==> src/rtl/div_unit_if.sv <==
// Request/response bundle between the execute-stage control path and the divider.
interface div_unit_if #(
    parameter int XLEN = 32
);
    logic            Start;
    logic [1:0]      DivOp;
    logic [XLEN-1:0] SrcA;
    logic [XLEN-1:0] SrcB;
    logic            Flush;
    logic            Busy;
    logic            Done;
    logic [XLEN-1:0] Result;

    modport master (
        output Start, DivOp, SrcA, SrcB, Flush,
        input  Busy, Done, Result
    );

    modport slave (
        input  Start, DivOp, SrcA, SrcB, Flush,
        output Busy, Done, Result
    );
endinterface

==> src/rtl/div_unit.sv <==
// Iterative radix-2 restoring divider for RV32M DIV/DIVU/REM/REMU.
// One quotient bit per cycle on magnitudes; signs are fixed up in FIN.
module div_unit #(
    parameter int XLEN = 32
) (
    input  logic       clk,
    input  logic       reset_n,
    div_unit_if.slave  bus
);
    localparam int CW = $clog2(XLEN + 1);
    localparam logic [CW-1:0]   LAST    = CW'(XLEN - 1);
    localparam logic [XLEN-1:0] MIN_INT = {1'b1, {(XLEN-1){1'b0}}};

    typedef enum logic [1:0] {IDLE, CALC, FIN} state_e;

    typedef struct packed {
        logic q_neg;
        logic r_neg;
        logic sel_rem;
    } ctx_t;

    state_e          state_q, state_d;
    logic [CW-1:0]   count_q, count_d;
    logic [XLEN-1:0] rem_q, rem_d;
    logic [XLEN-1:0] quo_q, quo_d;
    logic [XLEN-1:0] dvs_q, dvs_d;
    ctx_t            ctx_q, ctx_d;
    logic            done_q, done_d;
    logic [XLEN-1:0] result_q, result_d;

    logic            signed_op;
    logic            a_msb, b_msb;
    logic [XLEN-1:0] a_abs, b_abs;
    logic            div_zero, ovf;
    logic [XLEN:0]   rem_ext, diff;
    logic [XLEN-1:0] q_fin, r_fin;

    always_comb begin
        state_d   = state_q;
        count_d   = count_q;
        rem_d     = rem_q;
        quo_d     = quo_q;
        dvs_d     = dvs_q;
        ctx_d     = ctx_q;
        done_d    = 1'b0;
        result_d  = result_q;

        signed_op = ~bus.DivOp[0];
        a_msb     = bus.SrcA[XLEN-1];
        b_msb     = bus.SrcB[XLEN-1];
        a_abs     = (signed_op && a_msb) ? -bus.SrcA : bus.SrcA;
        b_abs     = (signed_op && b_msb) ? -bus.SrcB : bus.SrcB;
        div_zero  = (bus.SrcB == '0);
        ovf       = signed_op && (bus.SrcA == MIN_INT) && (bus.SrcB == '1);

        // Partial remainder is < divisor, so after the shift it needs one extra bit.
        rem_ext   = {rem_q, quo_q[XLEN-1]};
        diff      = rem_ext - {1'b0, dvs_q};
        q_fin     = ctx_q.q_neg ? -quo_q : quo_q;
        r_fin     = ctx_q.r_neg ? -rem_q : rem_q;

        unique case (state_q)
            IDLE: begin
                if (bus.Start && !bus.Flush) begin
                    if (div_zero) begin
                        done_d   = 1'b1;
                        result_d = bus.DivOp[1] ? bus.SrcA : '1;
                    end else if (ovf) begin
                        done_d   = 1'b1;
                        result_d = bus.DivOp[1] ? '0 : MIN_INT;
                    end else begin
                        state_d = CALC;
                        count_d = '0;
                        rem_d   = '0;
                        quo_d   = a_abs;
                        dvs_d   = b_abs;
                        ctx_d   = '{q_neg:   signed_op && (a_msb ^ b_msb),
                                    r_neg:   signed_op && a_msb,
                                    sel_rem: bus.DivOp[1]};
                    end
                end
            end
            CALC: begin
                if (bus.Flush) begin
                    state_d = IDLE;
                    count_d = '0;
                end else begin
                    if (!diff[XLEN]) begin
                        rem_d = diff[XLEN-1:0];
                        quo_d = {quo_q[XLEN-2:0], 1'b1};
                    end else begin
                        rem_d = rem_ext[XLEN-1:0];
                        quo_d = {quo_q[XLEN-2:0], 1'b0};
                    end
                    count_d = count_q + CW'(1);
                    if (count_q == LAST) state_d = FIN;
                end
            end
            FIN: begin
                state_d = IDLE;
                count_d = '0;
                if (!bus.Flush) begin
                    done_d   = 1'b1;
                    result_d = ctx_q.sel_rem ? r_fin : q_fin;
                end
            end
            default: state_d = IDLE;
        endcase
    end

    always_ff @(posedge clk or negedge reset_n) begin
        if (!reset_n) begin
            state_q  <= IDLE;
            count_q  <= '0;
            rem_q    <= '0;
            quo_q    <= '0;
            dvs_q    <= '0;
            ctx_q    <= '0;
            done_q   <= 1'b0;
            result_q <= '0;
        end else begin
            state_q  <= state_d;
            count_q  <= count_d;
            rem_q    <= rem_d;
            quo_q    <= quo_d;
            dvs_q    <= dvs_d;
            ctx_q    <= ctx_d;
            done_q   <= done_d;
            result_q <= result_d;
        end
    end

    assign bus.Busy   = (state_q != IDLE);
    assign bus.Done   = done_q;
    assign bus.Result = result_q;
endmodule

==> src/flat_wrapper.sv <==
// flat-port wrapper written by rule: the top's interface ports become plain ports
module div_unit_flat 
#(
    parameter int XLEN = 32
)
  (clk, reset_n, bus_Start, bus_DivOp, bus_SrcA, bus_SrcB, bus_Flush, bus_Busy, bus_Done, bus_Result);
  div_unit_if #(.XLEN(XLEN)) bus_i ();
  input  logic clk;
  input  logic reset_n;
  input wire logic [$bits(bus_i.Start)-1:0] bus_Start;
  input wire logic [$bits(bus_i.DivOp)-1:0] bus_DivOp;
  input wire logic [$bits(bus_i.SrcA)-1:0] bus_SrcA;
  input wire logic [$bits(bus_i.SrcB)-1:0] bus_SrcB;
  input wire logic [$bits(bus_i.Flush)-1:0] bus_Flush;
  output wire logic [$bits(bus_i.Busy)-1:0] bus_Busy;
  output wire logic [$bits(bus_i.Done)-1:0] bus_Done;
  output wire logic [$bits(bus_i.Result)-1:0] bus_Result;
  assign bus_i.Start = bus_Start;
  assign bus_i.DivOp = bus_DivOp;
  assign bus_i.SrcA = bus_SrcA;
  assign bus_i.SrcB = bus_SrcB;
  assign bus_i.Flush = bus_Flush;
  assign bus_Busy = bus_i.Busy;
  assign bus_Done = bus_i.Done;
  assign bus_Result = bus_i.Result;
  div_unit #(.XLEN(XLEN)) u_core (.clk(clk), .reset_n(reset_n), .bus(bus_i));
endmodule
==> config.mk <==
export PLATFORM = sky130hd
export DESIGN_NAME = div_unit_flat
export DESIGN_NICKNAME = d
export VERILOG_FILES = /design/src/rtl/div_unit_if.sv /design/src/rtl/div_unit.sv /design/src/flat_wrapper.sv
export SDC_FILE = /design/constraint.sdc
export NUM_CORES = 1
export LEC_CHECK = 0
export CAP_MARGIN = 20
export CORE_MARGIN = 5
export CORE_UTILIZATION = 40
export DETAILED_ROUTE_END_ITERATION = 6
export GPL_TIMING_DRIVEN = 0
export SKIP_CTS_REPAIR_TIMING = 1
export SYNTH_ARGS = -nofsm -noshare
export SYNTH_HDL_FRONTEND = slang
export SYNTH_SLANG_ARGS = --single-unit
==> constraint.sdc <==
create_clock -name clk -period 4.65 [get_ports clk]
set_input_delay 1.395 -clock clk [delete_from_list [all_inputs] [get_ports clk]]
set_output_delay 1.395 -clock clk [all_outputs]
set_load 0.03 [all_outputs]
## Word level (Yosys, flattened, before mapping)

Cells that the tools add are included.
W data, S select, Z words.

- Bits of input ports: 70
- Output and inout port bits: 34
- Register bits after elaboration: 140

- Multiplexer cells: 40
- Bitwise gates (word level): 4
- Reductions and logical operators: 18
- $add $sub $neg: 6
- Eq/ne operators: 12

Operators by type and width:

| cell | count |
|---|---|
| $mux W32 | 20 |
| $pmux W32 S2 | 3 |
| $neg A32 Y32 | 4 |
| $eq A32 B32 Y1 const B | 2 |
| $sub A33 B32 Y33 | 1 |
| $logic_not A32 Y1 | 1 |
| $mux W6 | 4 |
| $pmux W6 S3 | 1 |
| $reduce_and A4 Y1 | 4 |
| $mux W2 | 5 |
| $ne A2 B2 Y1 const B | 4 |
| $add A6 B1 Y6 const B | 1 |
| $eq A6 B5 Y1 const B | 1 |
| $logic_and A1 B1 Y1 | 6 |
| $reduce_bool A2 Y1 | 3 |
| $mux W1 | 5 |
| $reduce_and A5 Y1 | 1 |
| $pmux W2 S2 | 1 |
| $ne A3 B1 Y1 const B | 1 |
| $ne A3 B2 Y1 const B | 1 |
| $not A1 Y1 | 3 |
| $reduce_bool A3 Y1 | 1 |
| $eq A2 B1 Y1 const B | 1 |
| $eq A2 B2 Y1 const B | 1 |
| other kinds (5) | 5 |

## Longest topological paths before layout

Gate-level depths: netlist (run 1).

- Depth after elaboration: 7
- Gate-level depth with buffers: 14

## Worst setup path after synthesis (run 1)

OpenSTA, ideal clock, no wires.

- Path type: in2reg
- Start: input bus_SrcB[0]
- End: register u_core.result_q[29] (netlist: u_core.bus.Result[29])
- Required time: 4521 ps
- Cell stages on the path: 13
- Buffers on the path: 2
- Arrival: 3622 ps
- Setup slack: 899 ps
- Cells stage by stage: inv_1 ha_1 nor3b_1 nand3b_1 nor4_2 nand4_1 o21ai_1 a21oi_1 or3_1 buf_6 buf_2 nand2_1 o21ai_0

- Cells in the longest elaborated chain, start to end: 4
- Elaborated cells between the ends (all ways): 8

Ends and longest elaborated chain:

| element | RTL line | source |
|---|---|---|
| from (decl) | flat_wrapper.sv:13 | `input wire logic [$bits(bus_i.SrcB)-1:0] bus_SrcB;` |
| $eq A32 B32 Y1 or $logic_not A32 Y1 (tied branches) | div_unit.sv:54, div_unit.sv:53 |  |
| $logic_and A1 B1 Y1 or $mux W32 (tied branches) | div_unit.sv:54, div_unit.sv:65 |  |
| $ne A3 B1 Y1 (no source line) or $mux W32 (tied branches) | n/a |  |
| $reduce_and A4 Y1 (no source line) or $pmux W32 S2 (tied branches) | n/a |  |
| to (signal assigned) | div_unit.sv:129 | `result_q <= result_d;` |
| to (decl) | div_unit.sv:29 | `logic [XLEN-1:0] result_q, result_d;` |

Parallel ways exist; a longest one is shown, timed or not. The select of a mux whose other input is x is not followed.
A chain may end at the register's enable or synchronous reset.

## Worst setup path in the final report (run 1)

- Start: input bus_SrcA[24]
- End: register u_core.quo_q[2]

- Cells in the longest elaborated chain, start to end: 5

Ends and longest elaborated chain:

| element | RTL line | source |
|---|---|---|
| from (decl) | flat_wrapper.sv:12 | `input wire logic [$bits(bus_i.SrcA)-1:0] bus_SrcA;` |
| $eq A32 B32 Y1 | div_unit.sv:54 | `ovf = signed_op && (bus.SrcA == MIN_INT) && (bus.SrcB == '1);` |
| $logic_and A1 B1 Y1 (2 in a row) | div_unit.sv:54 |  |
| $ne A2 B2 Y1 (no source line) | n/a |  |
| $reduce_and A5 Y1 (no source line) | n/a |  |
| to (signal assigned) | div_unit.sv:125 | `quo_q <= quo_d;` |
| to (decl) | div_unit.sv:25 | `logic [XLEN-1:0] quo_q, quo_d;` |

No other way between the ends.

==> flow_summary_export.csv, run 1 <==
group,metric,value,unit
global_route,track_usage,23.1,%
critical_path,crit_path_max_fanout,10,
sta,slew_violations,0,
cells_and_area,design_area,13000,µm²
floorplan,num_rows,60,
placed_design,place_area,12400,µm²
routing,drc_errors,0,
floorplan,pin_count,104,
sta,period_share,98.9,%
status,status,"complete, no violations",
global_route,grt_pass1_wl,56100,µm
synth,yosys_warnings,0,
sta,slew_headroom,38.8,%
min_path,hold_path.class,"flop to flop",
global_route,grt_pass1_vias,10200,
synth,synth_seq_cells,140,
routing,drtIter0Drc,817,
clock_network,clk_path_buf_depth,2,
placed_design,port_buffers,102,
critical_path,worstPathArrival,4.89,ns
clock_network,clk_latency,0.44,ns
synth,postSynthCellCount,1346,
power_and_ir_drop,leakage,5.37,nW
sta,worstMarginPinSlew,0.910,ns
synth,seq_area_frac_synth,32.2,%
floorplan,design.core.area,26900,µm²
routing,vias,10500,
routing,wl_per_cell,19.7,µm
clock_network,clk_pin_slew,0.06,ns
power_and_ir_drop,power_density,320,nW/µm²
sta,report.final.hold_viol_count,0,
synth,synthesis.nets,1455,
critical_path,end_kind,"flop",
critical_path,required,4.94,ns
sta,hold-worst-slack,0.462,ns
sta,setup_tns,0,ns
floorplan,dieArea,30600,µm²
cells_and_area,nNetsFinal,1578,
cells_and_area,fin_util,48.3,%
global_route,antenna_found_initial,0,
placed_design,hpwl,27900,µm
global_route,grt_max_degree,78,
clock_network,numClockSinks,140,
floorplan,die_width,175,µm
sta,clock-skew-final,0.0116,ns
sta,setup_violations,0,
clock_network,cts_tree,"built",
job,maxCapViolCount,0,
synth,synthArstFlopShare,100,%
floorplan,initial_core_util,40.5,%
routing,drt_pass1_iterations,5,
clock_network,clockRootBuffer,"clkbuf_16",
synth,ys.flop_type,"dfrtp_1",
sta,max_clock_freq,217,MHz
global_route,grt_overflow,0,
synth,synth_enable_flop_cells,0,
placed_design,routabilityCongestion,0.925,
routing,drt-total-wl,35900,µm
synth,synth_area_per_cell,8.09,µm²
routing,ant_nets,0,
synth,synth_cell_type_count,76,
critical_path,crit_type,"input port to flop",
cells_and_area,area_growth,19.2,%
synth,synth_area,10900,µm²
routing,via_per_inst,5.75,
clock_network,h-tree-depth,4,
critical_path,crit_path_start_kind,"input port",
power_and_ir_drop,ir_drop,0.000270,V
cells_and_area,n_antenna_cell,0,
clock_network,numCtsBuffers,17,
sta,fin_crit,4.60,ns
power_and_ir_drop,power.total,4.15,mW
floorplan,dieHeight,175,µm
cells_and_area,drive_gt1_share,5.74,%
[synthesized netlist by cell type (all sizes together), types with 2 or more instances]
library cell | instances | area [µm²]
a211o | 2 | 17.5
a211oi | 5 | 37.5
a21o | 23 | 173
a21oi | 87 | 435
a221oi | 2 | 17.5
a22o | 4 | 35.0
a311o | 2 | 20.0
a311oi | 2 | 35.0
a31oi | 21 | 131
a32oi | 2 | 17.5
and2 | 5 | 31.3
and3 | 7 | 43.8
and4 | 3 | 26.3
buf | 18 | 123
clkbuf | 59 | 221
dfrtp | 140 | 3500
ha | 38 | 475
inv | 54 | 208
mux2 | 4 | 45.0
mux2i | 9 | 90.1
nand2 | 175 | 659
nand2b | 22 | 153
nand3 | 38 | 190
nand3b | 6 | 45.0
nand4 | 14 | 87.6
nor2 | 99 | 372
nor2b | 9 | 56.3
nor3 | 18 | 95.1
nor3b | 6 | 45.0
nor4 | 17 | 113
o211ai | 21 | 163
o21a | 5 | 37.5
o21ai | 150 | 758
o221ai | 12 | 105
o22ai | 5 | 31.3
o311ai | 30 | 263
o31ai | 29 | 236
o41ai | 13 | 148
or2 | 6 | 37.5
or3 | 17 | 111
or4 | 14 | 128
xnor2 | 79 | 692
xor2 | 59 | 517
[kinds of logic (layout without fill, tap and decap cells)]
kind of cell,after synthesis,count (layout),share of synthesized area (%)
buffers and inverters,131,265,5.07
and+or+nand+nor,459,459,20.5
AOI/OAI and AO/OA,426,426,25.3
xor gates and xnor gates,138,138,11.1
adders and majority gates,39,39,4.55
DFF,140,140,32.2
muxes,13,13,1.24
[per-stage QoR]
step / std cells / worst slack [ns]
4_1_cts: 1820 / -0.431
6_report: 1821 / 0.0501
3_5_place_dp: 1790 / -0.869
5_1_grt: 1821 / -0.0103
2_1_floorplan: 1346 / 0.899
3_3_place_gp: 1789 / -3.64
[state kept, by name, indices dropped and copies added (netlist names)]
signal / flops
u_core.bus.Result: 32
u_core.dvs_q: 32
u_core.quo_q: 32
u_core.rem_q: 32
u_core.count_q: 6
u_core.ctx_q: 3
u_core.state_q: 2
u_core.bus.Done: 1
[cells in the final DEF, fill, tap and decap left out, types with 16 or more instances in the layout]
cell type	count
xnor2_1	79
o21ai_0	135
xor2_1	59
dfrtp_1	140
inv_1	53
a21o_1	23
clkbuf_1	62
a31oi_1	21
o311ai_0	30
ha_1	38
nand3_1	38
o31ai_1	27
clkdlybuf4s50_1	101
nand2_1	174
clkbuf_16	17
nand2b_1	20
o211ai_1	20
a21oi_1	87
nor2_1	99
or3_1	16
nor3_1	17
[critical path, cell delays in order]
cell and delay [ns]:
clkdlybuf4s50_1 0.51, or3_1 0.43, or3_1 0.41, nor4_4 0.36
nand4_1 0.32, o211ai_2 0.30, inv_1 0.09, o21ai_2 0.28
clkbuf_1 0.58, o21ai_0 0.20
[power by group]
group	switching, mW	leakage (nW)	total (mW)	internal [mW]
sequential	0.148	1.84	1.51	1.36
clock	0.536	0.273	1.35	0.810
combinational	0.778	3.25	1.30	0.522
[final cells by class]
type / instances / area [µm²]
plain buffers: 77 / 345
clock buffers: 23 / 468
inverters: 54 / 208
multi-input cells: 1075 / 6880
fillers: 2653 / 13900
repair buffers: 104 / 1060
clock inverters: 7 / 91.3
flip-flops and latches: 140 / 3500
well taps: 341 / 427
[per-layer routing]
layer	up-vias	GRT usage, %	routed length, µm	part of all wire, %
li1	5123	-	-	-
met1	4970	30.8	16300	46
met2	319	38.9	16700	47
met3	51	2.96	1860	5.2
met4	0	7.59	928	2.6
met5	-	0	0	0
[final timing paths]
check / start / to / slack, ns / depth (start not counted)
max in group asynchronous: reset_n / u_core.quo_q[23] / 2.89 / 2
max: bus_SrcA[24] / u_core.quo_q[2] / 0.05 / 10
min: u_core.bus.Result[17] / u_core.bus.Result[17] / 0.46 / 2
min in group asynchronous: reset_n / u_core.bus.Result[12] / 0.93 / 1
min reg2reg: u_core.bus.Result[17] / u_core.bus.Result[17] / 0.46 / 2
max reg2reg: u_core.quo_q[31] / u_core.rem_q[30] / 0.55 / 13
Power figures use the tool's default switching activity.
==> run 2, diff against run 1 <==
--- a/config.mk
+++ b/config.mk
@@ -8,8 +8,11 @@
 export CAP_MARGIN = 20
 export CORE_MARGIN = 5
 export CORE_UTILIZATION = 40
+export CTS_CLUSTER_DIAMETER = 40
 export DETAILED_ROUTE_END_ITERATION = 6
+export GPL_ROUTABILITY_DRIVEN = 0
 export GPL_TIMING_DRIVEN = 0
+export MAX_ROUTING_LAYER = met4
 export SKIP_CTS_REPAIR_TIMING = 1
 export SYNTH_ARGS = -nofsm -noshare
 export SYNTH_HDL_FRONTEND = slang
==> run 2 against run 1 <==
- global-route usage is 0.22 points higher
- non-clock buffer count stayed put
- worst setup slack improved by 0.042 ns
- register-to-register slack better by 0.02 ns
- critical path depth is 1 higher
- design area is 0.30% higher
- die area stayed put
- clock power up 4%
- clock-buffer cell count down 3
- utilization is 0.14 points higher
- total power rose by 1.2%
- clock skew down 0.00054 ns
- critical path type unchanged
- largest cell class unchanged
==> flow_summary_export.csv, run 2 (synthesis results as in run 1) <==
group,metric,value,unit
global_route,grt_overflow,0,
routing,ant_nets,0,
routing,drt_pass1_iterations,6,
sta,fin_ws,0.0918,ns
global_route,grt_pass1_vias,10100,
routing,drc_errors,0,
sta,slew_headroom,39.7,%
critical_path,crit_path_max_fanout,10,
sta,fin_crit,4.56,ns
floorplan,die_width,175,µm
power_and_ir_drop,combPwrFrac,30.7,%
min_path,hold_path.class,"flop to flop",
clock_network,clockRootBuffer,"clkbuf_16",
clock_network,clk_latency,0.43,ns
critical_path,cp_top_family,"simple AND/OR/NAND/NOR gates",
clock_network,clk_pin_slew,0.06,ns
sta,rsz0062_at_grt,"false",
sta,max_clock_freq,219,MHz
cells_and_area,mostFrequentLayoutCell,"nand2_1",
sta,worstMarginPinSlew,0.896,ns
power_and_ir_drop,switching_share,34.9,%
sta,setup_tns,0,ns
sta,clock-skew-final,0.0111,ns
cells_and_area,area_growth,19.5,%
cells_and_area,fin_util,48.4,%
global_route,grt_pass1_wl,55600,µm
power_and_ir_drop,power_density,323,nW/µm²
critical_path,max_stage_delay,0.52,ns
critical_path,end_kind,"flop",
sta,period_share,98.0,%
critical_path,worstPathArrival,4.86,ns
clock_network,h-tree-depth,4,
global_route,antenna_found_initial,1,
power_and_ir_drop,p_int,2.73,mW
power_and_ir_drop,p_seq_share,35.8,%
sta,slew_violations,0,
sta,report.final.hold_viol_count,0,
cells_and_area,final_cell_mix,"174 x nand2_1, 140 x dfrtp_1, 135 x o21ai_0",
placed_design,place_area,12400,µm²
floorplan,pin_count,104,
power_and_ir_drop,ir_drop,0.000290,V
power_and_ir_drop,p_sw,1.47,mW
floorplan,initial_core_util,40.5,%
power_and_ir_drop,leakage,5.39,nW
floorplan,num_rows,60,
routing,vias,10500,
floorplan,dieHeight,175,µm
critical_path,crit_buf_inv,4,
placed_design,port_buffers,102,
job,maxCapViolCount,0,
critical_path,slowest_stage,"clkdlybuf4s50_1",
sta,setup_violations,0,
routing,drtIter0Drc,902,
critical_path,crit_path_start_kind,"input port",
floorplan,dieArea,30600,µm²
floorplan,design.core.area,26900,µm²
routing,via_per_inst,5.73,
power_and_ir_drop,p_clk_share,33.5,%
global_route,track_usage,23.3,%
global_route,grt_max_degree,81,
clock_network,numClockSinks,140,
cells_and_area,design_area,13000,µm²
placed_design,hpwl,27300,µm
critical_path,crit_type,"input port to flop",
clock_network,numCtsBuffers,17,
cells_and_area,drive_gt1_share,6.14,%
placed_design,pre_cts_ws,-0.862,ns
clock_network,cts_tree,"built",
cells_and_area,nNetsFinal,1578,
routing,drt-total-wl,34900,µm
routing,wl_per_cell,19.1,µm
critical_path,required,4.95,ns
status,status,"complete, no violations",
clock_network,clk_path_buf_depth,2,
critical_path,path_cells,"clkdlybuf4s50_1 > or3_1 > nor3b_1 > nand2_1 > or3_4 > o211ai_2 > inv_1 > o21ai_2 > buf_4 > buf_2 > o21ai_0",
## run 2: changes by cell type in the layout (fill, tap and decap cells not counted)
cell,delta
bufinv_16,+1
clkinv_4,+1
clkbuf_8,-1
clkinvlp_4,+2
diode_2,+1
clkbuf_2,+3
clkbuf_1,-5
## run 2: power groups by stage
stage	Sequential [mW]	Clock, mW	Combinational (mW)
finish	1.50	1.40	1.29
global route	1.52	1.46	1.44
CTS	1.50	1.42	1.28
detailed placement	1.52	0	1.27
global placement	1.52	0	1.26
floorplan	1.47	0	0.908
## run 2: cell type report
cell class | instances | area, µm²
Timing Repair Buffer | 104 | 1060
Tap cell | 341 | 427
Clock inverter | 11 | 145
Clock buffer | 20 | 447
Inverter | 54 | 208
Multi-Input combinational cell | 1075 | 6880
Antenna cell | 1 | 2.50
Buffer | 77 | 349
Fill cell | 2668 | 13900
Sequential cell | 140 | 3500
## run 2: final timing paths
kind / cells after the start / from / slack (ns) / to
max reg2reg: 13 / u_core.quo_q[31] / 0.57 / u_core.rem_q[9]
min reg2reg: 1 / u_core.count_q[5] / 0.48 / u_core.count_q[5]
min in group asynchronous: 1 / reset_n / 0.95 / u_core.quo_q[5]
min: 1 / u_core.count_q[5] / 0.48 / u_core.count_q[5]
max in group asynchronous: 2 / reset_n / 2.89 / u_core.rem_q[26]
max: 11 / bus_SrcA[3] / 0.09 / u_core.quo_q[26]
## run 2: through the flow
step	instances	total power, mW	hold WS (ns)
after floorplan	1346	2.38	0.442
after global placement	1789	2.77	0.451
after detailed placement	1790	2.78	0.470
after CTS	1821	4.20	0.477
after global routing	1823	4.43	0.504
final	1823	4.20	0.477
## run 2: layer usage
layer	part of all wire, %	vias to the layer above	global-route usage, %
met5	0	-	-
met1	45	4915	30.8
met4	2.0	0	6.64
met2	47	362	37.8
li1	-	5128	-
met3	6.1	46	3.09
==> run 3, diff against run 2 <==
--- a/config.mk
+++ b/config.mk
@@ -9,10 +9,13 @@
 export CORE_MARGIN = 5
 export CORE_UTILIZATION = 40
 export CTS_CLUSTER_DIAMETER = 40
+export CTS_CLUSTER_SIZE = 12
 export DETAILED_ROUTE_END_ITERATION = 6
 export GPL_ROUTABILITY_DRIVEN = 0
 export GPL_TIMING_DRIVEN = 0
 export MAX_ROUTING_LAYER = met4
+export PLACE_DENSITY = 0.67
+export SETUP_SLACK_MARGIN = 0.2
 export SKIP_CTS_REPAIR_TIMING = 1
 export SYNTH_ARGS = -nofsm -noshare
 export SYNTH_HDL_FRONTEND = slang
==> run 3 against run 2 <==
- register-to-register slack got worse by 0.04 ns
- global-route usage decreased by 0.65 points
- clock-buffer cell count decreased by 1
==> flow_summary_export.csv, run 3 (synthesis results as in run 1) <==
group,metric,value,unit
floorplan,pin_count,104,
critical_path,crit_type,"input port to flop",
cells_and_area,regArea,3500,µm²
sta,rsz0062_at_grt,"false",
routing,drc_errors,0,
sta,fin_ws,0.332,ns
power_and_ir_drop,p_int,2.73,mW
power_and_ir_drop,power_density,322,nW/µm²
routing,drt_pass1_iterations,5,
global_route,grt_max_degree,96,
power_and_ir_drop,ir_drop,0.000277,V
global_route,track_usage,22.7,%
routing,via_per_inst,5.87,
sta,slew_headroom,41.4,%
floorplan,num_rows,60,
routing,ant_nets,0,
critical_path,crit_path_start_kind,"input port",
power_and_ir_drop,leakage,5.43,nW
sta,period_share,92.9,%
cells_and_area,drive_gt1_share,6.41,%
global_route,grt_pass1_wl,54300,µm
placed_design,hpwl,26400,µm
clock_network,clockRootBuffer,"clkbuf_16",
placed_design,port_buffers,102,
power_and_ir_drop,p_seq_share,35.7,%
critical_path,required,4.98,ns
cells_and_area,fin_util,48.6,%
global_route,grt_pass1_vias,10100,
routing,drt-total-wl,34100,µm
critical_path,max_stage_delay,0.72,ns
power_and_ir_drop,combPwrFrac,30.9,%
sta,setup_tns,0,ns
critical_path,slowest_stage,"nor4_1",
cells_and_area,nNetsFinal,1579,
floorplan,design.core.area,26900,µm²
min_path,hold_path.class,"flop to flop",
cells_and_area,design_area,13100,µm²
critical_path,end_kind,"flop",
power_and_ir_drop,p_clk_share,33.4,%
clock_network,h-tree-depth,4,
critical_path,critPathMostFrequentCell,"nand4_1",
cells_and_area,layoutNonFillerInstCount,1823,
cells_and_area,final_cell_mix,"173 x nand2_1, 140 x dfrtp_1, 135 x o21ai_0",
global_route,grt_overflow,0,
floorplan,dieArea,30600,µm²
cells_and_area,nFillCells,2660,
clock_network,cts_tree,"built",
cells_and_area,n_antenna_cell,0,
power_and_ir_drop,switching_share,35.0,%
floorplan,dieHeight,175,µm
clock_network,clk_pin_slew,0.06,ns
status,status,"complete, no violations",
clock_network,clk_path_buf_depth,2,
critical_path,crit_path_max_fanout,10,
sta,max_clock_freq,232,MHz
critical_path,path_cells,"clkdlybuf4s50_1 > ha_1 > nand4_1 > nor4_1 > nand4_1 > o211ai_4 > inv_1 > o21ai_4 > buf_4 > clkbuf_4 > nand2_1 > o21ai_0",
floorplan,initial_core_util,40.5,%
cells_and_area,multi_input_area,6910,µm²
sta,report.final.hold_viol_count,0,
clock_network,clk_latency,0.43,ns
floorplan,die_width,175,µm
cells_and_area,area_growth,19.9,%
routing,vias,10700,
placed_design,pre_cts_ws,-0.679,ns
placed_design,dp.cells,1790,
sta,setup_violations,0,
job,maxCapViolCount,0,
sta,worstMarginPinSlew,0.871,ns
cells_and_area,mostFrequentLayoutCell,"nand2_1",
sta,clock-skew-final,0.0118,ns
critical_path,cp-startpoint,"bus_SrcB[0]",
placed_design,place_area,12400,µm²
critical_path,reg2reg_from,"u_core.quo_q[31]",
sta,fin_crit,4.32,ns
sta,slew_violations,0,
routing,wl_per_cell,18.7,µm
min_path,worstHoldStart,"u_core.bus.Result[18]",
power_and_ir_drop,p_sw,1.47,mW
clock_network,numClockSinks,140,
critical_path,worstPathArrival,4.65,ns
routing,drtIter0Drc,930,
global_route,antenna_found_initial,0,
clock_network,numCtsBuffers,17,
## run 3: stage by stage
stage	hold WS (ns)	total power [mW]
after global routing	0.506	4.43
after CTS	0.477	4.19
after floorplan	0.442	2.38
final	0.477	4.21
after global placement	0.456	2.75
after detailed placement	0.464	2.78
## run 3: layout make-up
class                      count  area share, %
multi-input combinational   1075           52.9
sequential                   140           26.8
timing repair buffer         105           8.16
clock buffer                  19           3.39
tap                          341           3.27
buffer                        77           2.71
inverter                      54           1.59
clock inverter                12           1.13
## run 3: final timing paths
path / end / cells past startpoint / slack (ns)
hold reg to reg: u_core.bus.Result[18] / 2 / 0.48
setup / recovery: u_core.quo_q[22] / 12 / 0.33
max in group asynchronous: u_core.dvs_q[29] / 2 / 2.92
hold / removal: u_core.bus.Result[18] / 2 / 0.48
setup reg to reg: u_core.rem_q[8] / 13 / 0.53
min in group asynchronous: u_core.bus.Result[11] / 1 / 0.89
## run 3: worst max-delay path: cells and delay by family
family,cells,cell delay (ns)
buffers and inverters,4,1.21
and+or+nand+nor,4,1.19
AOI/OAI and AO/OA,3,0.62
adders and majority gates,1,0.22
## run 3: per-layer routing
metal	share of wire, %	global-route usage [%]	up-vias
met3	7.8	4.13	78
met2	45	35.7	434
met4	3.0	7.33	0
met5	0	-	-
met1	44	29.7	5050
li1	-	-	5136
## run 3: power by group through the flow
| stage | sequential (mW) | clock (mW) | combinational (mW) |
|---|---|---|---|
| 2_1_floorplan | 1.47 | 0 | 0.908 |
| 3_3_place_gp | 1.51 | 0 | 1.24 |
| 3_5_place_dp | 1.52 | 0 | 1.27 |
| 4_1_cts | 1.50 | 1.41 | 1.28 |
| 5_1_grt | 1.52 | 1.47 | 1.44 |
| 6_report | 1.50 | 1.40 | 1.30 |
